## config.mk

```make
export PLATFORM = sky130hd
export DESIGN_NAME = seq_divider
export DESIGN_NICKNAME = d
export VERILOG_FILES = /design/src/rtl/seq_divider.sv
export SDC_FILE = /design/constraint.sdc
export NUM_CORES = 1
export LEC_CHECK = 0
export BUFFER_PORTS_ARGS = -buffer_cell sky130_fd_sc_hd__buf_4
export CAP_MARGIN = 20
export CORE_ASPECT_RATIO = 0.75
export CORE_UTILIZATION = 45
export CTS_BUF_LIST = sky130_fd_sc_hd__clkbuf_4
export CTS_CLUSTER_SIZE = 24
export DETAILED_ROUTE_END_ITERATION = 6
export HOLD_SLACK_MARGIN = 0.03
export PLACE_DENSITY_LB_ADDON = 0.12
export REMOVE_ABC_BUFFERS = 1
export SYNTH_ARGS = -nofsm -noshare
export SYNTH_HDL_FRONTEND = slang
export SYNTH_SLANG_ARGS = --single-unit
```

## constraint.sdc

```tcl
create_clock -name clock -period 5.6 [get_ports clock]
set_clock_uncertainty 0.2 [all_clocks]
set_input_delay 0.84 -clock clock [delete_from_list [all_inputs] [get_ports clock]]
set_output_delay 0.84 -clock clock [all_outputs]
set_load 0.1 [all_outputs]
```

## src/rtl/seq_divider.sv

```systemverilog
// Sequential 32-bit signed restoring divider: one quotient bit per clock, IDLE/RUN/DONE control.
// Optional remainder output enabled by defining SEQ_DIVIDER_REMAINDER_EN.
module seq_divider (
    input  logic        clock,
    input  logic        reset,
    input  logic [31:0] data_operandA,
    input  logic [31:0] data_operandB,
    input  logic        ctrl_DIV,
    output logic [31:0] data_result,
    output logic        data_exception,
    output logic        data_resultRDY
`ifdef SEQ_DIVIDER_REMAINDER_EN
    ,
    output logic [31:0] data_remainder
`endif
);

    typedef enum logic [1:0] {
        IDLE = 2'd0,
        RUN  = 2'd1,
        DONE = 2'd2
    } state_t;

    state_t      state_r;
    logic [5:0]  count_r;
    logic [31:0] dividend_r;
    logic [31:0] divisor_r;
    logic [31:0] rem_r;
    logic [31:0] quo_r;
    logic        sign_a_r;
    logic        sign_b_r;
    logic        div0_r;
    logic        ovf_r;
`ifdef SEQ_DIVIDER_REMAINDER_EN
    logic [31:0] a_latched_r;
    logic [31:0] final_rem_s;
`endif

    logic [32:0] shifted_s;
    logic [32:0] diff_s;
    logic        qbit_s;
    logic [31:0] next_rem_s;
    logic [31:0] final_quo_s;

    // Unsigned magnitude; 0x80000000 maps to 2^31, which still fits in 32 unsigned bits.
    function automatic logic [31:0] magnitude(input logic [31:0] v);
        return v[31] ? (32'd0 - v) : v;
    endfunction

    // One restoring-division step plus sign restoration of the finished result.
    always_comb begin
        shifted_s   = {rem_r, dividend_r[31]};
        diff_s      = shifted_s - {1'b0, divisor_r};
        qbit_s      = ~diff_s[32];
        next_rem_s  = qbit_s ? diff_s[31:0] : shifted_s[31:0];
        final_quo_s = (sign_a_r ^ sign_b_r) ? (32'd0 - quo_r) : quo_r;
`ifdef SEQ_DIVIDER_REMAINDER_EN
        final_rem_s = sign_a_r ? (32'd0 - rem_r) : rem_r;
`endif
    end

    // Control FSM, datapath registers and registered outputs.
    always_ff @(posedge clock or posedge reset) begin
        if (reset) begin
            state_r        <= IDLE;
            count_r        <= 6'd0;
            dividend_r     <= 32'd0;
            divisor_r      <= 32'd0;
            rem_r          <= 32'd0;
            quo_r          <= 32'd0;
            sign_a_r       <= 1'b0;
            sign_b_r       <= 1'b0;
            div0_r         <= 1'b0;
            ovf_r          <= 1'b0;
            data_result    <= 32'd0;
            data_exception <= 1'b0;
            data_resultRDY <= 1'b0;
`ifdef SEQ_DIVIDER_REMAINDER_EN
            a_latched_r    <= 32'd0;
            data_remainder <= 32'd0;
`endif
        end else begin
            case (state_r)
                IDLE: begin
                    data_resultRDY <= 1'b0;
                    if (ctrl_DIV) begin
                        sign_a_r   <= data_operandA[31];
                        sign_b_r   <= data_operandB[31];
                        dividend_r <= magnitude(data_operandA);
                        divisor_r  <= magnitude(data_operandB);
                        rem_r      <= 32'd0;
                        quo_r      <= 32'd0;
                        div0_r     <= (data_operandB == 32'd0);
                        ovf_r      <= (data_operandA == 32'h8000_0000) &&
                                      (data_operandB == 32'hFFFF_FFFF);
`ifdef SEQ_DIVIDER_REMAINDER_EN
                        a_latched_r <= data_operandA;
`endif
                        // A zero divisor skips the iterations and finishes on the following edge.
                        count_r    <= (data_operandB == 32'd0) ? 6'd32 : 6'd0;
                        state_r    <= RUN;
                    end else begin
                        state_r <= IDLE;
                    end
                end
                RUN: begin
                    if (count_r == 6'd32) begin
                        state_r        <= DONE;
                        data_resultRDY <= 1'b1;
                        if (div0_r) begin
                            data_result    <= 32'd0;
                            data_exception <= 1'b1;
`ifdef SEQ_DIVIDER_REMAINDER_EN
                            data_remainder <= a_latched_r;
`endif
                        end else begin
                            data_result    <= final_quo_s;
                            data_exception <= ovf_r;
`ifdef SEQ_DIVIDER_REMAINDER_EN
                            data_remainder <= final_rem_s;
`endif
                        end
                    end else begin
                        rem_r      <= next_rem_s;
                        quo_r      <= {quo_r[30:0], qbit_s};
                        dividend_r <= {dividend_r[30:0], 1'b0};
                        count_r    <= count_r + 6'd1;
                    end
                end
                DONE: begin
                    data_resultRDY <= 1'b0;
                    count_r        <= 6'd0;
                    state_r        <= IDLE;
                end
                default: begin
                    data_resultRDY <= 1'b0;
                    count_r        <= 6'd0;
                    state_r        <= IDLE;
                end
            endcase
        end
    end

endmodule

```

# Yosys cells after proc, flatten, opt, wreduce, memory -nomap -nowiden

Index checks and enable logic that the tools add are counted.

Flip-flop bits (word level): 174
Word-level logic and storage cells: 58
Input bits: 67
Output and inout port bits: 34

Equality and inequality tests: 7
Bitwise operators: 2
Multiplexer cells: 23
Add/sub/neg operators: 5
Reduce and logical (&&, ||, !) cells: 8

Operators by type and width:

| operator                | number |
|---|---|
| $mux W32                | 10 |
| $pmux W32 S2            | 3 |
| $sub A1 B32 Y32 const A | 3 |
| $eq A32 B32 Y1 const B  | 2 |
| $sub A33 B32 Y33        | 1 |
| $logic_not A32 Y1       | 1 |
| $mux W6                 | 3 |
| $pmux W6 S2             | 1 |
| $add A6 B1 Y6 const B   | 1 |
| $eq A6 B6 Y1 const B    | 1 |
| $ne A2 B2 Y1 const B    | 3 |
| $reduce_and A2 Y1       | 3 |
| $mux W1                 | 4 |
| $pmux W2 S2             | 1 |
| $reduce_and A3 Y1       | 1 |
| $eq A2 B1 Y1 const B    | 1 |
| $logic_not A2 Y1        | 1 |
| $mux W2                 | 1 |
| $reduce_bool A2 Y1      | 1 |
| $logic_and A1 B1 Y1     | 1 |
| $not A1 Y1              | 1 |
| $xor A1 B1 Y1           | 1 |

# Logic depth before layout (Yosys ltp)

Gate-level depths: netlist (run 1).

Depth in word-level cells: 4
Mapped depth: 16
Depth with buffers taken out: 14

# Worst setup path before layout (run 1)

OpenSTA, ideal clock, no wires.

Kind: in2reg
From: input port data_operandB[6]
To: register divisor_r[30]
Buffers on the path: 0
Setup slack: 1.924 ns
Setup time: 0.129 ns
Arrival: 3.347 ns
Data required time: 5.271 ns
Stages on the path: 10
Cell sequence: or4_1 -> or2_4 -> or3_4 -> nand2b_4 -> or4_4 -> nand2b_4 -> nand2b_4 -> o41ai_2 -> xor2_1 -> o21ai_1

Cells in the longest elaborated chain, start to end: 2

RTL lines:

| element              | line | source |
|---|---|---|
| start, declared      | 7    | `input logic [31:0] data_operandB,` |
| $sub A1 B32 Y32      | 47   | `return v[31] ? (32'd0 - v) : v;` |
| $mux W32             | 47   |  |
| end signal, assigned | 90   | `divisor_r <= magnitude(data_operandB);` |
| end, declared        | 27   | `logic [31:0] divisor_r;` |

Every way passes these cells.
A chain may end at the register's enable or synchronous reset.

# Final worst setup path (run 1)

From: register dividend_r[31]
To: register rem_r[5]

Cells in the longest elaborated chain, start to end: 4

RTL lines:

| element                | line | source |
|---|---|---|
| start, declared        | 26   | `logic [31:0] dividend_r;` |
| start signal, assigned | 89   | `dividend_r <= magnitude(data_operandA);` |
| start signal, assigned | 126  | `dividend_r <= {dividend_r[30:0], 1'b0};` |
| $sub A33 B32 Y33       | 53   | `diff_s = shifted_s - {1'b0, divisor_r};` |
| $mux W32               | 55   | `next_rem_s = qbit_s ? diff_s[31:0] : shifted_s[31:0];` |
| $mux W32               | 107  | `if (count_r == 6'd32) begin` |
| $pmux W32 S2           | 83   | `case (state_r)` |
| end signal, assigned   | 124  | `rem_r <= next_rem_s;` |
| end, declared          | 28   | `logic [31:0] rem_r;` |

Every way passes these cells. The select of a mux whose other input is x is not followed.

==> results of run 1 <==
synth_stat cells, types with 6 or more instances:
master,count
o41ai_1,9
nor3_1,21
mux2i_1,11
nor2_1,83
o21ai_0,166
xor2_1,86
inv_1,50
a21o_1,25
a21oi_1,85
nand2b_1,12
buf_1,12
nand4_1,16
ha_1,38
dfrtp_1,173
o31ai_1,28
nand3_1,60
nor2b_1,7
nor4_1,8
clkbuf_1,57
and3_1,6
or4_1,9
nand2_1,220
xnor2_1,33
or3_1,8
area by class of cell:
type,instances,area (µm²),area share
multi-input combinational,986,5810,0.490
sequential,173,4330,0.365
timing repair buffer,113,861,0.0727
tap,300,375,0.0317
inverter,50,193,0.0163
clock inverter,15,154,0.0130
clock buffer,17,128,0.0108
antenna,1,2.50,0.000211
logic make-up after synthesis:
group,Yosys count,synth area share
and+or+nand+nor,466,0.200
AOI/OAI and AO/OA,351,0.192
DFF,173,0.410
xor gates and xnor gates,119,0.0987
buffers and inverters,119,0.0423
adders and majority gates,39,0.0469
muxes,11,0.0104
cells in the final DEF, fill, tap and decap left out, drive strengths merged, types with 11 or more instances in the layout:
| master | count |
|---|---|
| nor2 | 83 |
| xnor2 | 33 |
| a21oi | 85 |
| ha | 38 |
| nor3 | 21 |
| dfrtp | 173 |
| a21o | 25 |
| nand3 | 60 |
| clkbuf | 17 |
| o31ai | 28 |
| xor2 | 86 |
| o21ai | 169 |
| mux2i | 11 |
| nand4 | 16 |
| nand2 | 220 |
| buf | 113 |
| inv | 58 |
| nand2b | 15 |
per-stage QoR:
| stage | hold slack, ns | setup slack (ns) | power [mW] |
|---|---|---|---|
| 2_1_floorplan | 0.250 | -0.962 | 5.80 |
| 3_3_place_gp | 0.263 | 1.63 | 6.83 |
| 3_5_place_dp | 0.270 | 1.49 | 6.92 |
| 4_1_cts | 0.246 | 1.48 | 7.66 |
| 5_1_grt | 0.260 | 1.07 | 8.35 |
| 6_report | 0.202 | 1.46 | 7.63 |
how the worst max path moves through the flow:
| stage | end |
|---|---|
| 5_1_grt | rem_r[5]$_DFFE_PP0P_ |
| 6_report | rem_r[5]$_DFFE_PP0P_ |
| 4_1_cts | rem_r[5]$_DFFE_PP0P_ |
| 3_5_place_dp | rem_r[5]$_DFFE_PP0P_ |
| 3_3_place_gp | rem_r[5]$_DFFE_PP0P_ |
| 2_1_floorplan | count_r[5]$_DFFE_PP0P_ |
flip-flops by register name, indices dropped and copies added (netlist names):
name	flops
count_r	6
data_exception	1
data_result	32
data_resultRDY	1
div0_r	1
dividend_r	32
divisor_r	32
ovf_r	1
quo_r	32
rem_r	32
sign_a_r	1
sign_b_r	1
state_r	1
power by group:
part / leakage (nW) / switching [mW] / internal, mW
Combinational: 3.13 / 2.94 / 1.80
Sequential: 2.23 / 0.387 / 1.77
Clock: 0.152 / 0.497 / 0.238
Total: 5.52 / 3.83 / 3.81
per-layer routing:
metal,track usage,share of wire,up-vias
met5,0,0,-
li1,-,-,4552
met4,0.0523,0.012,0
met1,0.347,0.54,4221
met2,0.304,0.42,142
met3,0.0329,0.028,18
==> results.ini, run 1 <==
[status]
status=complete, no violations

[sta]
setup_viol=0
setup-tns-final_ns=0
max_freq_ghz=0.241
hold_viol=0
rsz0062_at_grt=no
fin_crit_sh=0.740
maxSlewHeadroom=0.259
drv_slew=0
worstMarginPinSlew_ns=1.11
period_minus_slack_ns=4.14

[final_layout]
area_growth_pct=12.2
final_util=0.515
nets=1447
post-route-cell-area_mm2=0.0118
fillCellCount=2257
stdcell_count=1655
drive_gt1_frac=0.117

[worst_setup_path]
reg2reg_slack_ns=1.46
reg2reg_to=rem_r[5]$_DFFE_PP0P_
start_kind=flop
cpMaxStageDelayCell=nand4_1
path_depth=14
critical_path_class=flop to flop
cp_slowest_stage_delay_ns=0.51
regToRegStartpoint=dividend_r[31]$_DFFE_PP0P_
cp.required_ns=5.91
path_cells=inv_1 > ha_1 > inv_1 > fa_1 > a211oi_1 > o21ai_0 > o211ai_1 > nand4_1 > nand3_1 > a21o_1 > nand4_1 > buf_12 > o31a_1 > o21ai_0
critPathLaunch=dividend_r[31]$_DFFE_PP0P_
path_buf_inv=3
path_delay_family=compound AO/OA/AOI/OAI gates
arrival_ns=4.45
end_kind=flop
path_max_fanout=46
worstRegToRegCells=14

[clock_network]
path_clk_slew_ns=0.15
cts_buffer_depth=2
numClockSinks=173
clk_latency_ns=0.59
ctsResizeCount=0
htree_levels=4
cts_hold_buf=0
clock-root-buffer=clkbuf_4
cts_setup_buffers=0
cts_tree=done
cts_made_buffers=17

[power_and_ir_drop]
p_per_area_mw_per_mm2=644
leakagePower_nw=5.52
peakVddDrop_mv=0.327

[routing]
ant_nets=0
dr.first_iter.drc_count=686
via_count=8933
dr.pass1.iters=5
drc=0
wire_per_inst_um=15.2
vias_per_cell=5.40
totalWireLength_um=25200

[global_routing]
track_usage=0.218
grt_max_degree=104
grt_pass1_wl_um=41900
antenna_found_initial=1
gr-total-overflow=0
first_global_vias=8084

[die]
die_y_um=135
dieArea_mm2=0.0241
initial_core_util=0.459
die_x_um=179
placementRows=48
ioPinCount=101
core_mm2=0.0230

[worst_hold_path]
hold_path_class=input port to async pin

[run]
maxCapViolations=0

[placed_design]
gp_congestion=0.838
place_area_mm2=0.0116
post-place-cells=1622
place_hpwl_um=17900
numPortBuffers=100

[synth]
async_flop_share=1.00
synth_area_leader_cell=dfrtp_1
synthTopCellsByArea=dfrtp_1 41%, o21ai_0 7.9%, nand2_1 7.8%
avgSynthCellArea_um2=8.27
netlist_area_mm2=0.0106
ys_seq_area_frac=0.410
synth_top_area_frac=0.410
synth_flop_cell=dfrtp_1
ys_warn_count=0
synth_edf_count=0
synthCells=1278
synth_cell_type_count=50
ys_ff_latch=173

(Power assumes the default switching activity.)
==> run 2: changes to the inputs <==
Clock period 5.6 ns to 3.4 ns, I/O delays scaled along.
==> results.ini, run 2 (synthesis gave the netlist of run 1 again) <==
[worst_hold_path]
holdPathEnd=divisor_r[22]$_DFFE_PP0P_
hp-start=data_operandB[22]
hold_depth=3
hold_path_class=input port to flop

[worst_setup_path]
arrival_ns=3.62  ; -0.83 ns
worstRegToRegCells=16  ; +2
end_kind=flop
path_max_fanout=12  ; -74%
path_cells=inv_2 > ha_4 > inv_2 > fa_2 > a211oi_2 > o21ai_1 > o211ai_1 > buf_4 > nand4_1 > nand3_2 > a21o_1 > nand4_1 > buf_6 > bufbuf_16 > a21oi_1 > o21ai_0
critical_path_class=flop to flop
cpMaxStageDelayCell=dfrtp_1
cp.required_ns=3.66  ; -2.25 ns
regToRegStartpoint=dividend_r[31]$_DFFE_PP0P_
reg2reg_to=rem_r[22]$_DFFE_PP0P_
cp_slowest_stage_delay_ns=0.43  ; -0.08 ns
start_kind=flop
reg2reg_slack_ns=0.04  ; -1.42 ns

[global_routing]
grt_pass1_wl_um=42800  ; +2.0%
antenna_found_initial=1  ; unchanged
gr-total-overflow=0  ; unchanged
first_global_vias=8438  ; +4.4%
track_usage=0.222  ; +0.00441
grt_max_degree=76  ; -27%

[routing]
via_count=9185  ; +2.8%
vias_per_cell=5.34  ; -1.1%
wire_per_inst_um=15.0  ; -1.5%
totalWireLength_um=25800  ; +2.3%
dr.pass1.iters=5  ; unchanged
drc=0  ; unchanged
ant_nets=0  ; unchanged
dr.first_iter.drc_count=813  ; +19%

[final_layout]
final_common_cell=nand2_1
stdcell_count=1720  ; +3.9%
drive_gt1_frac=0.166  ; +0.0496
nets=1512  ; +4.5%
layout_common_cells=218 x nand2_1, 172 x dfrtp_1, 151 x o21ai_0, 151 x buf_4, 86 x xor2_1
post-route-cell-area_mm2=0.0126  ; +6.5%
area_growth_pct=19.4
final_util=0.549  ; +0.0335

[die]
core_mm2=0.0230  ; unchanged
placementRows=48  ; unchanged
die_y_um=135  ; unchanged
dieArea_mm2=0.0241  ; unchanged
ioPinCount=101  ; unchanged
die_x_um=179  ; unchanged
initial_core_util=0.459  ; unchanged

[sta]
hold_viol=0  ; unchanged
rsz0062_at_grt=yes
setup_viol=0  ; unchanged
setup-tns-final_ns=0  ; unchanged
maxSlewHeadroom=0.521  ; +0.262
whs_ns=0.0706  ; -0.131 ns
worstMarginPinSlew_ns=0.719  ; -0.393 ns
drv_slew=0  ; unchanged
max_freq_ghz=0.298  ; +23%
fin_ws_ns=0.0396  ; -1.42 ns
period_minus_slack_ns=3.36  ; -0.782 ns
fin_crit_sh=0.988  ; +0.249

[power_and_ir_drop]
p_per_area_mw_per_mm2=1110  ; +73%
total_power_mw=14.0  ; +84%
leakagePower_nw=5.88  ; +6.6%
peakVddDrop_mv=0.492  ; +50%

[placed_design]
numPortBuffers=100  ; unchanged
gp_congestion=0.911  ; +8.6%
place_hpwl_um=18000  ; +0.67%
place_ws_ns=-0.165  ; -1.66 ns
post-place-cells=1665  ; +2.7%
place_area_mm2=0.0119  ; +3.2%

[clock_network]
clock-root-buffer=clkbuf_4
numClockSinks=173  ; unchanged
cts_made_buffers=17  ; unchanged
htree_levels=4  ; unchanged
clk_latency_ns=0.60  ; about the same
cts_buffer_depth=2  ; unchanged
cts_tree=done
path_clk_slew_ns=0.16  ; about the same

[run]
maxCapViolations=0  ; unchanged

[status]
status=complete, no violations

run 2: cell types whose count changed in the layout (fill, tap and decap cells not counted), moves of 3 or more:
| cell | previous run | this run |
|---|---|---|
| nor2_1 | 82 | 78 |
| buf_6 | 0 | 3 |
| a21oi_2 | 0 | 7 |
| buf_12 | 1 | 6 |
| inv_6 | 4 | 7 |
| o21ai_0 | 166 | 151 |
| a21oi_1 | 85 | 78 |
| o21ai_1 | 3 | 16 |
| dlygate4sd3_1 | 0 | 15 |
| buf_4 | 112 | 151 |
run 2: worst max path at each step:
stage | startpoint | cells past startpoint | endpoint
final | dividend_r[31]$_DFFE_PP0P_ | 16 | rem_r[22]$_DFFE_PP0P_
after global routing | dividend_r[31]$_DFFE_PP0P_ | 16 | rem_r[17]$_DFFE_PP0P_
after CTS | divisor_r[1]$_DFFE_PP0P_ | 13 | rem_r[27]$_DFFE_PP0P_
after detailed placement | data_operandB[6] | 11 | divisor_r[30]$_DFFE_PP0P_
after global placement | data_operandB[6] | 11 | divisor_r[30]$_DFFE_PP0P_
after floorplan | data_resultRDY$_DFFE_PP0P_ | 5 | count_r[5]$_DFFE_PP0P_
run 2: report_power, final:
group          switching, mW  leakage (nW)  total, mW  internal, mW
clock                  0.835         0.155       1.23         0.392
combinational           5.32          3.49       9.24          3.93
sequential             0.650          2.23       3.57          2.92
total                   6.80          5.88       14.0          7.24
run 2: critical path, delay by kind of cell (launching register included):
family / cells / cell delay [ns]
flip-flops: 1 / 0.43
adder cells (fa/ha/maj): 2 / 0.54
AND/OR/NAND/NOR: 3 / 0.44
AO/OA/AOI/OAI: 6 / 0.90
buffers and inverters: 5 / 0.73
run 2: what timing repair did:
item	in CTS	in global routing
setup buffers	1	4
endpoints found under the hold margin	69	0
hold buffers	15	0
pin swaps	3	17
gates cloned	1	1
endpoints found under the setup margin	24	33
resized for setup	5	52
run 2: area by class of cell:
| cell class | instances | area, µm² |
|---|---|---|
| Inverter | 50 | 193 |
| Clock inverter | 15 | 149 |
| Clock buffer | 17 | 128 |
| Sequential cell | 173 | 4330 |
| Tap cell | 300 | 375 |
| Timing Repair Buffer | 178 | 1510 |
| Fill cell | 2179 | 10400 |
| Antenna cell | 1 | 2.50 |
| Multi-Input combinational cell | 986 | 5930 |
run 2: layer usage:
| metal | global-route usage | share of wire | routed length [µm] | up-vias |
|---|---|---|---|---|
| met5 | 0 | 0 | 0 | - |
| met2 | 0.314 | 0.42 | 10900 | 187 |
| met1 | 0.353 | 0.53 | 13600 | 4297 |
| met4 | 0.0433 | 0.0070 | 179 | 0 |
| met3 | 0.0360 | 0.041 | 1040 | 13 |
| li1 | - | - | - | 4688 |
